$ cat src/rtl/cpu_pkg.sv
// Shared decode-side constants: datapath sizing, instruction field positions
// and the NOP control bundle that DX loads whenever decode issues a bubble.
package cpu_pkg;

   localparam int WIDTH     = 16;
   localparam int NREGS     = 8;
   localparam int REG_SEL_W = $clog2(NREGS);

   localparam int RS_MSB = 10;
   localparam int RS_LSB = 8;
   localparam int RT_MSB = 7;
   localparam int RT_LSB = 5;

   typedef struct packed {
      logic reg_write;
      logic mem_read;
      logic mem_write;
      logic mem_to_reg;
      logic branch;
      logic jump;
      logic halt;
      logic [3:0] alu_op;
   } dx_ctrl_t;

   localparam dx_ctrl_t DX_NOP_CTRL = '0;

endpackage

$ cat src/rtl/regfile_bypass.sv
// Architectural register file: one write port, two combinational read ports.
// DECODE_REGFILE_BYPASS_EN adds a same-cycle write-to-read bypass.
module regfile_bypass
   import cpu_pkg::*;
#(
   parameter int NREGS = cpu_pkg::NREGS,
   parameter int WIDTH = cpu_pkg::WIDTH,
   parameter int SEL_W = $clog2(NREGS)
) (
   input  logic             clk,
   input  logic             rst,
   input  logic [SEL_W-1:0] rd1_sel,
   input  logic [SEL_W-1:0] rd2_sel,
   input  logic             wr_en,
   input  logic [SEL_W-1:0] wr_sel,
   input  logic [WIDTH-1:0] wr_data,
   output logic [WIDTH-1:0] rd1_data,
   output logic [WIDTH-1:0] rd2_data
);

   logic [WIDTH-1:0] mem [NREGS];

   always_ff @(posedge clk) begin
      if (!rst) begin
         for (int i = 0; i < NREGS; i++) begin
            mem[i] <= '0;
         end
      end else if (wr_en) begin
         mem[wr_sel] <= wr_data;
      end
   end

`ifdef DECODE_REGFILE_BYPASS_EN
   always_comb begin
      rd1_data = mem[rd1_sel];
      rd2_data = mem[rd2_sel];
      if (wr_en && (wr_sel == rd1_sel)) begin
         rd1_data = wr_data;
      end
      if (wr_en && (wr_sel == rd2_sel)) begin
         rd2_data = wr_data;
      end
   end
`else
   // Without the bypass, readers see pre-write contents; the top-level
   // hazard logic stalls on MW matches instead.
   always_comb begin
      rd1_data = mem[rd1_sel];
      rd2_data = mem[rd2_sel];
   end
`endif

endmodule

$ cat src/rtl/decode_hazard_stage.sv
// Decode stage: register file, RAW hazard stall/bubble, HALT tracking, stall counter.
// DECODE_REGFILE_BYPASS_EN selects MW bypass; otherwise MW is a third hazard source.
module decode_hazard_stage
   import cpu_pkg::*;
#(
   parameter int NREGS = cpu_pkg::NREGS,
   parameter int WIDTH = cpu_pkg::WIDTH,
   parameter int CNT_W = 16
) (
   input  logic                     clk,
   input  logic                     rst,
   input  logic [15:0]              FD_instr,
   input  logic                     FD_valid,
   input  logic                     readsRs,
   input  logic                     readsRt,
   input  logic                     isHalt,
   input  logic                     DX_regWrite,
   input  logic [$clog2(NREGS)-1:0] DX_writeReg,
   input  logic                     XM_regWrite,
   input  logic [$clog2(NREGS)-1:0] XM_writeReg,
   input  logic                     MW_regWrite,
   input  logic [$clog2(NREGS)-1:0] MW_writeReg,
   input  logic [WIDTH-1:0]         MW_writeData,
   input  logic                     flush,
   output logic [WIDTH-1:0]         read1Data,
   output logic [WIDTH-1:0]         read2Data,
   output logic                     stall,
   output logic                     bubble,
   output logic                     halted,
   output logic [CNT_W-1:0]         stallCount
);

   localparam int SEL_W = $clog2(NREGS);

   logic [SEL_W-1:0] rs;
   logic [SEL_W-1:0] rt;
   logic             unused_instr_bits;

   assign rs = FD_instr[RS_MSB:RS_LSB];
   assign rt = FD_instr[RT_MSB:RT_LSB];
   assign unused_instr_bits = ^{FD_instr[15:RS_MSB+1], FD_instr[RT_LSB-1:0]};

   regfile_bypass #(
      .NREGS (NREGS),
      .WIDTH (WIDTH),
      .SEL_W (SEL_W)
   ) u_regfile (
      .clk      (clk),
      .rst      (rst),
      .rd1_sel  (rs),
      .rd2_sel  (rt),
      .wr_en    (MW_regWrite),
      .wr_sel   (MW_writeReg),
      .wr_data  (MW_writeData),
      .rd1_data (read1Data),
      .rd2_data (read2Data)
   );

   logic hz_dx_rs, hz_dx_rt;
   logic hz_xm_rs, hz_xm_rt;
   logic hz_mw_rs, hz_mw_rt;
   logic haz;

   // R0 is an ordinary register here, so there is no zero-register exemption.
   assign hz_dx_rs = readsRs & DX_regWrite & (rs == DX_writeReg);
   assign hz_dx_rt = readsRt & DX_regWrite & (rt == DX_writeReg);
   assign hz_xm_rs = readsRs & XM_regWrite & (rs == XM_writeReg);
   assign hz_xm_rt = readsRt & XM_regWrite & (rt == XM_writeReg);

`ifdef DECODE_REGFILE_BYPASS_EN
   assign hz_mw_rs = 1'b0;
   assign hz_mw_rt = 1'b0;
`else
   assign hz_mw_rs = readsRs & MW_regWrite & (rs == MW_writeReg);
   assign hz_mw_rt = readsRt & MW_regWrite & (rt == MW_writeReg);
`endif

   assign haz = FD_valid & ~halted &
                (hz_dx_rs | hz_dx_rt | hz_xm_rs | hz_xm_rt | hz_mw_rs | hz_mw_rt);

   // A resolved branch squashes FD, so stalling it would be pointless.
   assign stall  = haz & ~flush;
   assign bubble = haz | flush | halted | ~FD_valid;

   always_ff @(posedge clk) begin
      if (!rst) begin
         halted <= 1'b0;
      end else if (FD_valid & isHalt & ~stall & ~flush) begin
         halted <= 1'b1;
      end
   end

   always_ff @(posedge clk) begin
      if (!rst) begin
         stallCount <= '0;
      end else if (stall && (stallCount != '1)) begin
         stallCount <= stallCount + CNT_W'(1);
      end
   end

endmodule

$ cat config.mk
export PLATFORM = sky130hd
export DESIGN_NAME = decode_hazard_stage
export DESIGN_NICKNAME = d
export VERILOG_FILES = /design/src/rtl/cpu_pkg.sv /design/src/rtl/regfile_bypass.sv /design/src/rtl/decode_hazard_stage.sv
export SDC_FILE = /design/constraint.sdc
export NUM_CORES = 1
export LEC_CHECK = 0
export ABC_CLOCK_PERIOD_IN_PS = 2700
export CORE_ASPECT_RATIO = 1.2
export CORE_MARGIN = 8
export CORE_UTILIZATION = 51
export DETAILED_ROUTE_END_ITERATION = 16
export MAX_ROUTING_LAYER = met4
export PLACE_DENSITY = 0.76
export SLEW_MARGIN = 20
export SYNTH_ARGS = -nofsm -noshare
export SYNTH_HDL_FRONTEND = slang
export SYNTH_SLANG_ARGS = --single-unit
export TNS_END_PERCENT = 50
$ cat constraint.sdc
create_clock -name clk -period 2.7 [get_ports clk]
set_clock_uncertainty 0.05 [all_clocks]
set_input_delay 0.54 -clock clk [delete_from_list [all_inputs] [get_ports clk]]
set_output_delay 0.54 -clock clk [all_outputs]
set_load 0.005 [all_outputs]
==> results.cfg <==
[status]
run_status = finished, final reports clean

[drt]
via_per_inst = 5.78
routed_wire_length_per_instance_um = 22.7
finalWirelength_um = 20500
post-route-drc-count = 0
post_drt_antenna_nets = 0
drt_pre_antenna_iters = 5
vias = 5236
drt_iter0_markers = 366

[timing]
final-max-slew-violation-count = 0
portion_of_the_clock_cycle_consumed_by_the_worst_path_in_the_final_layout = 0.987
tightest_slew_ns = 0.476
number_of_setup_violations_in_the_final_report = 0
peak_freq_mhz = 375
slew_hr = 0.680
timing.final.hold_violations = 0
unrepaired_setup_endpoints_after_global_routing = false
period_minus_ws_final_ns = 2.66

[finish]
filler_cell_count = 1132
final_net_count = 737
multi_input_comb_area_um2 = 3550
seq_area_um2 = 4180
final_design_area_no_fill_um2 = 10200
area_growth_pct = 29.7
total_inserted_antenna_cells = 0
final_layout_size_suffix_gt1_frac = 0.288
number_of_standard_cells_in_the_final_layout_excluding_fillers = 906

[synth]
yosys_warnings = 0
top_count_cell_post_synth = and2_1
synth_area_leaders = edfxtp_1 (49%), mux4_2 (18%), and2_1 (10%)
synth_top_family_by_area = multiplexers
post_synthesis_share_of_cell_area_spent_on_and_or_nand_and_nor_gates = 0.161
yosys.area_share.xor_xnor = 0.0211
synth-seq-area-share = 0.531
main_flop_type_after_synthesis = edfxtp_1
post_synth_num_cell_types = 37
post_synth_mux_area_share = 0.239
yosys.area_share.adder = 0.00159
synth_compound_gate_area_share = 0.0200
synth_largest_type_area_fraction = 0.488
mappedNetlistArea_um2 = 7880
mappedNetlistNets = 603
synth_seq_cells = 145
synth_area_per_cell_um2 = 14.3
number_of_enable_flip_flop_cells_after_synthesis = 128
synth_top_area_cell = edfxtp_1
ys_top_cells_by_count = and2_1 (129), edfxtp_1 (128), mux4_2 (64)
syn_inst = 551
asyncSetResetFlopFracSynth = 0

[critical_path]
worst-endpoint-arrival_ns = 2.07
crit_path_top_delay_cell = mux4_2
worst_path_required_ns = 2.11
r2r_start = stallCount[0]$_SDFFE_PN0P_
max_stage_delay_ns = 0.50
reg2regPathDepth = 7
worst_r2r_endpoint = stallCount[0]$_SDFFE_PN0P_
crit_path_end_kind = output pin
criticalPathCategory = in2out
r2r_setup_slack_ns = 0.46
timing.critical_path.fanout_max = 6
setup.worst_path.start_class = input port
path_cells = buf_12 > buf_6 > mux4_2 > mux2_2 > clkdlybuf4s50_1

[cts]
cts_tree = yes
cts_hold_buffers = 0
cts-htree-levels = 4
clock_latency_on_the_worst_skew_pair_ns = 0.42
tritoncts_num_sinks = 145
ctsLongestPathBuffers = 2
cts_root_buffer = clkbuf_16
numCtsBuffers = 17
clkSlewWorstSetupHoldPaths_ns = 0.06

[global_route]
first_pass_grt_wire_length_um = 31400
grt_pass1_vias = 5726
grt_start_max_net_pins = 33
track_usage = 0.221
initial_antenna_violation_count = 0
total_overflow_reported_by_the_global_router = 0

[floorplanning]
design.die.area_um2 = 19700
floorplan.die.height_um = 152
core.rowCount = 50
die_width_um = 129
placeableCoreArea_um2 = 15400
io_pins = 102
start_util = 0.512

[placement]
dpl.hpwl_um = 12800
placement.io_buffers = 91
numPlacedInstances = 864
placedInstanceArea_um2 = 9330
globalplace.congestion = 0.857

[job]
number_of_maximum_capacitance_constraint_violations = 0

[worst_hold_path]
timing.hold.worst.class = reg2reg
min_delay_path_depth = 2
holdPathEnd = stallCount[11]$_SDFFE_PN0P_
min_from = stallCount[11]$_SDFFE_PN0P_

[power]
cellLeakagePower_nw = 3.68
worst_ir_drop_vdd_v = 0.000453
p_per_area_nw_per_um2 = 585
## cells in the final DEF (no fill, tap or decap), types with 4 or more instances in the layout
cell type and n:
buf_12 14, dlygate4sd2_1 22, nor3_1 6, mux2_2 32, inv_1 4, mux2i_1 8
bufinv_16 5, dlymetal6s2s_1 7, mux4_2 64, and2_1 129, xor2_1 16, buf_4 41
nand2_1 21, a21oi_1 4, nor2_1 16, nor4_2 6, o21ai_1 6, nand2b_1 13
nand3_1 10, clkbuf_16 18, nand4_1 4, clkdlybuf4s50_1 53, dfxtp_1 17, edfxtp_1 128
## cell families (layout without fill, tap and decap cells)
kind of cell	after synthesis	count (layout)
fa+ha+maj	1	1
buf+inv	40	187
simple gates	218	218
xor+xnor	19	19
mux	104	104
flops	145	145
compound gates	24	24
## how the worst max path moves through the flow
stage                        start                           endpoint  cells past startpoint
floorplan           MW_writeReg[1]  u_regfile.mem[5][0]$_SDFFCE_PN0P_                      3
global placement      FD_instr[10]                             bubble                      7
detailed placement    FD_instr[10]                             bubble                      7
CTS                    FD_instr[6]                       read2Data[9]                      6
global route           FD_instr[8]                       read1Data[0]                      5
finish                 FD_instr[8]                      read1Data[15]                      5
## where the power goes
part | total [mW] | internal (mW) | switching, mW
logic | 0.851 | 0.488 | 0.363
clock network | 2.50 | 1.62 | 0.876
registers | 2.63 | 2.57 | 0.0609
total | 5.98 | 4.68 | 1.30
## final cells by class
cell class	count	area share
repair buffers	151	0.155
multi-input cells	366	0.347
well taps	208	0.0255
flip-flops and latches	145	0.409
inverters	4	0.00147
clock inverters	13	0.0187
clock buffers	19	0.0424
## per-layer routing
metal / GRT usage / share of wire / vias to the layer above
li1: - / - / 2360
met1: 0.247 / 0.38 / 2636
met2: 0.379 / 0.54 / 210
met3: 0.0553 / 0.070 / 30
met4: 0.0643 / 0.016 / 0
met5: - / 0 / -
## repair_timing
action / CTS / global route
setup buffers: 6 / 0
gates resized for setup: 66 / 13
endpoints found under the setup margin: 34 / 11
gates cloned: 3 / 1
pin swaps: 9 / 6
## worst max-delay path: cells and delay by family
family	cells	cell delay (ns)
buffers and inverters	3	0.75
muxes	2	0.78
## flip-flops by register name, summed over array words and instances, names as in the netlist
| register | count |
|---|---|
| u_regfile.mem | 128 |
| halted | 1 |
| stallCount | 16 |
## through the flow
stage	total power [mW]	util	setup TNS (ns)	worst slack, ns	hold WS (ns)
after floorplan	3.09	-	0	0.145	0.414
after global placement	3.47	0.606	-11.12	-0.481	0.411
after detailed placement	3.50	0.606	-10.92	-0.471	0.418
after CTS	6.00	0.661	0	0.00531	0.429
after global routing	6.14	0.664	0	0.000652	0.464
final	5.98	0.664	0	0.0356	0.428
Power figures use the tool's default switching activity.
